[config.mk]
export PLATFORM = sky130hd
export DESIGN_NAME = control_unit
export DESIGN_NICKNAME = d
export VERILOG_FILES = /design/src/rtl/control_unit.sv
export SDC_FILE = /design/constraint.sdc
export NUM_CORES = 1
export LEC_CHECK = 0
export BUFFER_PORTS_ARGS = -buffer_cell sky130_fd_sc_hd__buf_2
export CAP_MARGIN = 30
export CORE_ASPECT_RATIO = 1.5
export CORE_MARGIN = 5
export CORE_UTILIZATION = 33
export CTS_CLUSTER_DIAMETER = 100
export DETAILED_ROUTE_END_ITERATION = 8
export MAX_ROUTING_LAYER = met4
export PLACE_DENSITY = 0.64
export SLEW_MARGIN = 25
export SYNTH_ARGS = -nofsm -noshare
export SYNTH_HDL_FRONTEND = slang
export SYNTH_SLANG_ARGS = --single-unit
[constraint.sdc]
create_clock -name clk -period 2 [get_ports clk]
set_clock_uncertainty 0.05 [all_clocks]
set_input_delay 0.3 -clock clk [delete_from_list [all_inputs] [get_ports clk]]
set_output_delay 0.3 -clock clk [all_outputs]
set_load 0.02 [all_outputs]
[src/rtl/control_unit.sv]
`default_nettype none
// ============================================================================
// Module   : control_unit
// Brief    : Multi-cycle FETCH/DECODE/EXEC/MEM/HALT sequencer for an 8-bit core.
//            Optional macro CTRL_SINGLE_STEP_EN adds a step input that gates
//            each fetch to one rising edge of step.
// Revision : 1.0  initial release
// ============================================================================
module control_unit (
   input  logic        clk,
   input  logic        rst_n,
   input  logic        pause,
`ifdef CTRL_SINGLE_STEP_EN
   input  logic        step,
`endif
   output logic        imem_req,
   output logic [7:0]  imem_addr,
   input  logic [15:0] imem_data,
   input  logic        imem_ready,
   output logic        dmem_req,
   output logic        dmem_we,
   output logic [7:0]  dmem_addr,
   output logic [7:0]  dmem_wdata,
   input  logic        dmem_ready,
   input  logic [7:0]  read_a,
   input  logic [7:0]  read_b,
   input  logic        alu_zero,
   input  logic        alu_carry,
   output logic        write_alu,
   output logic        is_load,
   output logic        imm_flag,
   output logic        write_en,
   output logic        cpu_paused,
   output logic [2:0]  alu_opcode,
   output logic [7:0]  imm_data,
   output logic [3:0]  write_addr,
   output logic [3:0]  ra_addr,
   output logic [3:0]  rb_addr,
   output logic [7:0]  pc,
   output logic        halted
);

   typedef enum logic [2:0] {
      S_FETCH  = 3'd0,
      S_DECODE = 3'd1,
      S_EXEC   = 3'd2,
      S_MEM    = 3'd3,
      S_HALT   = 3'd4
   } state_t;

   state_t      r_state, w_state_nxt;
   logic [7:0]  r_pc, w_pc_nxt, w_pc_inc;
   logic [15:0] r_ir, w_ir_nxt;
   logic        r_z, w_z_nxt;
   logic        r_c, w_c_nxt;
   logic        w_step_ok;
   logic        w_fetch_ok;
   logic [3:0]  w_op;
   logic [3:0]  w_rd;
   logic [7:0]  w_imm8;

   assign w_op     = r_ir[15:12];
   assign w_rd     = r_ir[11:8];
   assign w_imm8   = r_ir[7:0];
   assign w_pc_inc = r_pc + 8'd1;
   assign pc       = r_pc;

`ifdef CTRL_SINGLE_STEP_EN
   // A step edge arms one fetch; the arm is consumed when the IR is latched.
   logic r_step_d, r_step_pend;
   always_ff @(posedge clk or negedge rst_n) begin
      if (!rst_n) begin
         r_step_d    <= 1'b0;
         r_step_pend <= 1'b0;
      end else begin
         r_step_d <= step;
         if (r_state == S_FETCH && w_fetch_ok && imem_ready)
            r_step_pend <= 1'b0;
         else if (step && !r_step_d)
            r_step_pend <= 1'b1;
      end
   end
   assign w_step_ok = r_step_pend;
`else
   assign w_step_ok = 1'b1;
`endif

   assign w_fetch_ok = !pause && w_step_ok;

   always_ff @(posedge clk or negedge rst_n) begin
      if (!rst_n) begin
         r_state <= S_FETCH;
         r_pc    <= 8'd0;
         r_ir    <= 16'd0;
         r_z     <= 1'b0;
         r_c     <= 1'b0;
      end else begin
         r_state <= w_state_nxt;
         r_pc    <= w_pc_nxt;
         r_ir    <= w_ir_nxt;
         r_z     <= w_z_nxt;
         r_c     <= w_c_nxt;
      end
   end

   // Outputs are gated by rst_n so reset clears them without waiting for a clock.
   always_comb begin
      w_state_nxt = r_state;
      w_pc_nxt    = r_pc;
      w_ir_nxt    = r_ir;
      w_z_nxt     = r_z;
      w_c_nxt     = r_c;
      imem_req    = 1'b0;
      imem_addr   = 8'd0;
      dmem_req    = 1'b0;
      dmem_we     = 1'b0;
      dmem_addr   = 8'd0;
      dmem_wdata  = 8'd0;
      write_alu   = 1'b0;
      is_load     = 1'b0;
      imm_flag    = 1'b0;
      write_en    = 1'b0;
      cpu_paused  = 1'b0;
      alu_opcode  = 3'd0;
      imm_data    = 8'd0;
      write_addr  = 4'd0;
      ra_addr     = 4'd0;
      rb_addr     = 4'd0;
      halted      = 1'b0;
      if (rst_n) begin
         ra_addr = r_ir[7:4];
         rb_addr = r_ir[3:0];
         case (r_state)
            S_FETCH: begin
               if (w_fetch_ok) begin
                  imem_req  = 1'b1;
                  imem_addr = r_pc;
                  if (imem_ready) begin
                     w_ir_nxt    = imem_data;
                     w_state_nxt = S_DECODE;
                  end
               end else begin
                  cpu_paused = 1'b1;
               end
            end
            S_DECODE: w_state_nxt = S_EXEC;
            S_EXEC: begin
               w_pc_nxt    = w_pc_inc;
               w_state_nxt = S_FETCH;
               if (!w_op[3]) begin
                  write_en   = 1'b1;
                  write_alu  = 1'b1;
                  write_addr = w_rd;
                  alu_opcode = w_op[2:0];
                  w_z_nxt    = alu_zero;
                  w_c_nxt    = alu_carry;
               end else begin
                  case (w_op[2:0])
                     3'b000: begin
                        write_en   = 1'b1;
                        write_addr = w_rd;
                        imm_data   = w_imm8;
                     end
                     3'b001, 3'b010: begin
                        w_pc_nxt    = r_pc;
                        w_state_nxt = S_MEM;
                     end
                     3'b011: begin
                        write_en   = 1'b1;
                        write_alu  = 1'b1;
                        imm_flag   = 1'b1;
                        write_addr = w_rd;
                        imm_data   = {4'h0, r_ir[3:0]};
                        w_z_nxt    = alu_zero;
                        w_c_nxt    = alu_carry;
                     end
                     3'b100: w_pc_nxt = w_imm8;
                     3'b101: if (r_z) w_pc_nxt = w_imm8;
                     3'b110: if (r_c) w_pc_nxt = w_imm8;
                     default: begin
                        w_pc_nxt    = r_pc;
                        w_state_nxt = S_HALT;
                     end
                  endcase
               end
            end
            S_MEM: begin
               dmem_req  = 1'b1;
               dmem_addr = read_a;
               if (w_op[2:0] == 3'b010) begin
                  dmem_we    = 1'b1;
                  dmem_wdata = read_b;
               end else begin
                  is_load    = 1'b1;
                  write_addr = w_rd;
                  write_en   = dmem_ready;
               end
               if (dmem_ready) begin
                  w_pc_nxt    = w_pc_inc;
                  w_state_nxt = S_FETCH;
               end
            end
            S_HALT: begin
               halted     = 1'b1;
               cpu_paused = 1'b1;
            end
            default: w_state_nxt = S_FETCH;
         endcase
      end
   end

endmodule
`default_nettype wire

# Yosys cells after proc, flatten, opt, wreduce, memory -nomap -nowiden
# Cells that the tools add are included.
# W data, S select, Z words.
[op_classes] eq_ne=15 muxes=66 bitwise=2 reduce_logical=10 addsub=1
[op_table] cell="$mux W8" count=15
[op_table] cell="$pmux W8 S2" count=2
[op_table] cell="$pmux W8 S4" count=1
[op_table] cell="$mux W1" count=30
[op_table] cell="$mux W4" count=6
[op_table] cell="$mux W3" count=7
[op_table] cell="$pmux W3 S5" count=1
[op_table] cell="$eq A3 B2 Y1 const B" count=4
[op_table] cell="$eq A3 B3 Y1 const B" count=4
[op_table] cell="$add A8 B1 Y8 const B" count=1
[op_table] cell="$pmux W4 S2" count=1
[op_table] cell="$reduce_and A4 Y1" count=2
[op_table] cell="$eq A3 B1 Y1 const B" count=2
[op_table] cell="$logic_not A3 Y1" count=2
[op_table] cell="$ne A2 B2 Y1 const B" count=3
[op_table] cell="$ne A6 B4 Y1 const B" count=1
[op_table] cell="$pmux W3 S2" count=1
[op_table] cell="$reduce_and A5 Y1" count=1
[op_table] cell="$reduce_or A5 Y1" count=1
[op_table] cell="$pmux W1 S2" count=2
[op_table] cell="$reduce_or A2 Y1" count=2
[op_table] cell="$reduce_and A3 Y1" count=1
[op_table] cell="$ne A2 B1 Y1 const B" count=1
[op_table] cell="$not A1 Y1" count=2
[op_table] cell="$reduce_bool A2 Y1" count=1
[totals] reg_bits=29 wordCells=99 input_bits=39

# Depth between registers and ports, before layout
# Gate-level depths: netlist of the first run.
[depth] depth_word=6 depth_mapped=7 depth_no_buf=6

# Worst setup path after synthesis of the first run
# Ideal clock, no wire load.
[synth_timing] path_kind="register -> output" start="register r_state[0]" end="output imm_data[3]" stages_incl_launch_ff=6 t_arrival_ns=1.702 n_path_buf=1 path_slack_ns=-0.052 cell_sequence="dfrtp_1 clkbuf_1 inv_2 nand3_4 or3b_4 nor3_1"
[synth_between] elab_chain_cells=3
[synth_rtl] item="start: declaration" line_no="51" text="state_t r_state, w_state_nxt;"
[synth_rtl] item="start signal: assignment" line_no="98" text="r_state <= w_state_nxt;"
[synth_rtl] item="$eq A3 B2 Y1" line_no="133" text="case (r_state)"
[synth_rtl] item="$mux W8" line_no="133"
[synth_rtl] item="$mux W8" line_no="130" text="if (rst_n) begin"
[synth_rtl] item="end: declaration" line_no="35" text="output logic [7:0] imm_data,"
# Every way passes these cells.

# Worst setup path after layout of the first run
[layout_timing] start="register r_state[1]" end="output imm_data[6]"
# The elaborated chain is that of the path after synthesis.

==> results of run 1 <==
-- sequential cells by signal (all words and copies together), names as in the netlist --
signal,cells
r_z,1
r_ir,16
r_state,3
r_c,1
pc,8
-- layer usage --
metal  up-vias  part of all wire (%)  track usage (%)
li1       1015                     -                -
met1       993                    39             19.9
met2        46                    55             29.4
met3        10                   3.4             2.25
met4         0                   2.1             7.51
met5         -                     0                -
-- report_power, final --
| group | total, mW | internal (mW) | switching, mW | leakage (nW) |
|---|---|---|---|---|
| clock network | 0.486 | 0.241 | 0.245 | 0.0450 |
| registers | 1.16 | 0.855 | 0.301 | 0.356 |
| logic | 2.14 | 1.02 | 1.12 | 1.25 |
| total | 3.79 | 2.11 | 1.67 | 1.65 |
-- cells by family after synthesis --
family / after synthesis / synth area share, %
AO/OA/AOI/OAI: 41 / 13.4
flip-flops: 29 / 34.9
adder cells (fa/ha/maj): 1 / 0.602
buffers and inverters: 23 / 7.10
multiplexers: 20 / 12.5
AND/OR/NAND/NOR: 101 / 30.3
XOR/XNOR: 2 / 1.20
-- stage by stage --
stage	TNS (ns)	setup WS, ns	cells	power (mW)	utilization (%)
after floorplan	0	0.0391	217	2.42	-
after global placement	0	0.103	400	2.93	44.5
after CTS	-2.76	-0.209	414	3.63	51.2
after global routing	-4.83	-0.282	416	4.06	53.7
final	-2.74	-0.208	416	3.79	53.7
after detailed placement	0	0.0888	400	2.96	44.5
-- worst max-delay path: stages, from the launching register on --
cell     delay (ns)
dfrtp_1        0.38
nor2b_4        0.19
nand3_4        0.08
or3b_4         0.42
nor3_4         0.20
and2_4         0.19
buf_6          0.11
-- worst min-delay path by stage --
stage / from / endpoint / slack [ns] / depth (start not counted)
after floorplan: rst_n / pc[0] / -0.05 / 0
after global placement: rst_n / r_ir[15] / 0.37 / 3
after detailed placement: rst_n / r_z / 0.37 / 3
after CTS: rst_n / r_ir[15] / 0.06 / 3
after global routing: rst_n / r_ir[15] / 0.07 / 3
final: rst_n / r_ir[15] / 0.06 / 3
-- layout by cell type (no fill, tap or decap), drive strengths merged, types with 4 or more instances in the layout --
cell and n:
a21oi 15, a31oi 5, and2 35, and3 13
buf 129, clkbuf 6, dfrtp 29, inv 10
mux2 17, nand2 13, nand3 7, nor2 11
nor2b 5, nor3 5, nor3b 4, o21ai 8
-- layout make-up --
| class | instances | area, µm² |
|---|---|---|
| fill | 574 | 2840 |
| multi-input combinational | 166 | 1400 |
| timing repair buffer | 129 | 951 |
| sequential | 29 | 728 |
| tap | 74 | 92.6 |
| clock buffer | 6 | 72.6 |
| inverter | 10 | 37.5 |
| clock inverter | 2 | 10.0 |
-- repair_timing --
action,4_1_cts,5_1_grt
setup buffers,5,5
cloned,1,0
hold buffers,0,0
resized for setup,86,39
pin swaps,8,1
endpoints found under the setup margin,37,41
==> results.cfg, run 1 <==
[run_status]
status = finished, violations left
violations = setup timing

[setup_path]
r2r-end = pc[6]
rr_worst_depth = 7
startpoint_type = flop
end_kind = primary output
worstSetupPathType = flop to primary output
rrSetupSlack_ns = 0.10
worst_ep_arrival_time_ns = 1.86
endpoint = imm_data[6]
cp_max_fo = 4
required_ns = 1.65
cp-startpoint = r_state[1]
r2r_start = r_state[0]

[finish]
nets = 381
diodes = 0
drive_above_1_share_pct = 61.7
area_delta_synth_final_pct = 58.3
fin_area_mm2 = 0.00329

[clock_network]
cts_tree = yes
clk_latency_ns = 0.29
cts-root-buf = clkbuf_8
cts_inserted_buffers = 5
clk_pin_slew_ns = 0.07
clock-sinks = 29
cts_max_level = 2
clk_path_buf_depth = 2

[timing]
setup_violations = 28
tightest_slew_ns = 0.589
finalCriticalPeriod_ns = 2.21
rsz0062_at_grt = yes
fin_ws_ns = -0.208
period_share_pct = 110
fmax_ghz = 0.453
maxSlewHeadroom_pct = 60.4
hold_viol = 0
whs_ns = 0.0596
final_max_slew_viol_count = 0

[power]
ir_worst_vdd_mv = 0.658
p_leak_nw = 1.65
powerDensity_mw_per_mm2 = 1150

[detailed_routing]
antenna_left = 0
drc = 0
viasPerCell = 4.96
drt_iter0_drc = 82
vias = 2064
wl_um = 6590
wl_per_cell_um = 15.8
dr.pass1.iters = 4

[floorplan]
fp.dieArea_mm2 = 0.00802
initial_core_util_pct = 33.9
core-area_mm2 = 0.00613
io_pins = 103
rows = 35
die_h_um = 107
die_x_um = 74.8

[yosys]
synth_enable_flop_cells = 0
synth.top_cell.area_share_pct = 34.9
synth_area_leader_cell = dfrtp_1
synth_most_common_cell = and2_1
synthArstFlopShare_pct = 100
synthDistinctLibCells = 53
synth_nets = 257
netlist_top_cells_area = dfrtp_1 (35%), and2_1 (10%), mux2_4 (7.2%)
avgSynthCellArea_um2 = 9.58
netlist_area_mm2 = 0.00208
yosys_warnings = 0
syn_inst = 217
synthTopCellsByCount = and2_1 (34), dfrtp_1 (29), a21oi_1 (15), and3_1 (11)
synth_seq_cells = 29
synthFlopType = dfrtp_1
synth-seq-area-share_pct = 34.9

[global_routing]
grt_overflow = 0
grt_max_degree = 37
antenna_found_initial = 0
grt_usage_pct = 17.3
grt_pass1_vias = 2101
grt_first_pass_wirelength_um = 10400

[placement]
place_area_mm2 = 0.00273
portBuffers = 102
dp_hpwl_um = 4890
gp_congestion = 0.869

[job]
drv_cap = 0

[worst_hold_path]
hold_path.class = input pin to asynchronous set/reset pin
Power figures use the tool's default switching activity.
==> run 2: changes to the inputs <==
Settings changed: ABC_AREA from default to 1, SLEW_MARGIN 25 to default.
==> results.cfg, run 2 <==
[clock_network]
clk_latency_ns = 0.29
clock-sinks = 29
clk_pin_slew_ns = 0.07
cts-root-buf = clkbuf_8
cts_tree = yes
clk_path_buf_depth = 2
cts_inserted_buffers = 5
cts_max_level = 2

[yosys]
synth-seq-area-share_pct = 35.1
netlist_top_cells_area = dfrtp_1 (35%), nand2_1 (17%), inv_1 (9.1%)
yosys_warnings = 0
synth_seq_cells = 29
netlist_area_mm2 = 0.00207
syn_inst = 316
synthArstFlopShare_pct = 100
synthDistinctLibCells = 28
synth_enable_flop_cells = 0
synthTopCellsByCount = nand2_1 (91), inv_1 (50), nor2_1 (42), dfrtp_1 (29), nor3_1 (19)
avgSynthCellArea_um2 = 6.55
synth_most_common_cell = nand2_1
synthFlopType = dfrtp_1
synth.top_cell.area_share_pct = 35.1
synth_nets = 356
synth_area_leader_cell = dfrtp_1

[setup_path]
max_stage_delay_ns = 0.40
end_kind = primary output
startpoint_type = flop
r2r_start = r_state[2]
cp_max_fo = 8
required_ns = 1.65
rr_worst_depth = 11
slowest_stage = dfrtp_1
path_buf_inv = 4
rrSetupSlack_ns = 0.25
cpLargestDelayFamily = simple AND/OR/NAND/NOR gates
path_cells = buf_6 > nor2_4 > nand2_2 > nor2_4 > inv_2 > nor2_4 > clkinv_4 > nor2_1 > buf_4
cpMostUsedCell = nor2_4
worst_ep_arrival_time_ns = 1.61
r2r-end = pc[6]
worstSetupPathType = flop to primary output

[timing]
finalCriticalPeriod_ns = 1.96
tightest_slew_ns = 0.371
final_max_slew_viol_count = 0
whs_ns = 0.0500
setup_violations = 0
period_share_pct = 98.0
rsz0062_at_grt = yes
maxSlewHeadroom_pct = 75.2
hold_viol = 0
fmax_ghz = 0.510

[finish]
fin_util_pct = 49.1
drive_above_1_share_pct = 40.6
nets = 477
diodes = 0
layout_common_cells = nand2_1 (89), buf_2 (89), inv_1 (48), nor2_1 (33), buf_4 (25)
top_register = r_ir
area_delta_synth_final_pct = 45.5
fin_cells = 512
largest_reg_flops = 16

[power]
powerDensity_mw_per_mm2 = 1200
p_leak_nw = 1.68
ir_worst_vdd_mv = 0.349
power.total_mw = 3.61

[global_routing]
grt_max_degree = 23
antenna_found_initial = 0
grt_first_pass_wirelength_um = 10100
grt_pass1_vias = 2278
grt_usage_pct = 16.9
grt_overflow = 0

[detailed_routing]
antenna_left = 0
wl_per_cell_um = 12.8
drt_iter0_drc = 95
dr.pass1.iters = 4
drc = 0
wl_um = 6530
viasPerCell = 4.65
vias = 2379

[placement]
portBuffers = 102
dp_hpwl_um = 5190
dp.cells = 492
gp_congestion = 0.854

[worst_hold_path]
hold_path.class = input pin to asynchronous set/reset pin

[floorplan]
rows = 35
die_x_um = 74.7
fp.dieArea_mm2 = 0.00799
io_pins = 103
die_h_um = 107
initial_core_util_pct = 33.8
core-area_mm2 = 0.00613

[job]
drv_cap = 0

[run_status]
status = completed
run 2: cell types whose count changed in the layout (fill, tap and decap cells not counted), moves of 8 or more:
cell     change
a21oi_1      -8
and2_1      -12
and2_4      -21
buf_2       +22
buf_6       -30
inv_1       +39
mux2_4      -10
nand2_1     +79
nor2_1      +25
nor2_2       +9
nor3_1      +10
o21ai_1     +11
run 2: worst max path at each step:
stage | startpoint | end | cells after the start
2_1_floorplan | r_state[1] | dmem_wdata[0] | 8
3_3_place_gp | r_ir[12] | write_addr[0] | 6
3_5_place_dp | r_ir[14] | write_addr[0] | 7
4_1_cts | r_ir[13] | write_addr[3] | 7
5_1_grt | r_state[2] | dmem_wdata[2] | 9
6_report | r_state[2] | dmem_wdata[5] | 9
run 2: where the power goes:
group / leakage [nW] / internal [mW] / switching [mW]
clock: 0.0450 / 0.241 / 0.234
sequential: 0.353 / 0.860 / 0.270
combinational: 1.28 / 0.745 / 1.26
total: 1.68 / 1.85 / 1.76
run 2: layout make-up:
cell class	count	area [µm²]
fill	653	3120
clock buffer	6	72.6
timing repair buffer	122	721
clock inverter	2	10.0
inverter	57	224
sequential	29	732
tap	74	92.6
multi-input combinational	222	1160
run 2: through the flow:
stage	instance area [µm²]	TNS [ns]	worst slack (ns)
global placement	2670	0	0.250
floorplan	2070	0	0.0816
global route	3010	-0.526	-0.0784
finish	3010	0	0.0394
detailed placement	2670	0	0.196
CTS	2840	0	0.00218
run 2: cell families after synthesis:
family / count (synthesis) / synth area share [%]
DFF: 29 / 35.1
and+or+nand+nor: 182 / 39.2
muxes: 4 / 2.18
AOI/OAI and AO/OA: 34 / 9.13
xor gates and xnor gates: 1 / 0.423
adders and majority gates: 1 / 0.604
buffers and inverters: 65 / 13.4
run 2: repair_timing:
action / in CTS / in global routing
buffers inserted: 7 / 3
hold buffers: 2 / 0
hold endpoints to repair: 14 / 0
gates resized for setup: 5 / 49
pin swaps: 2 / 2
gates cloned: 0 / 0
endpoints found under the setup margin: 12 / 19
run 2: layer usage:
layer	GRT usage, %	share of wire [%]	vias to the layer above
met5	-	0	-
met4	8.65	2.8	0
met3	3.10	7.3	11
met2	28.7	53	96
met1	18.2	37	1057
li1	-	-	1215
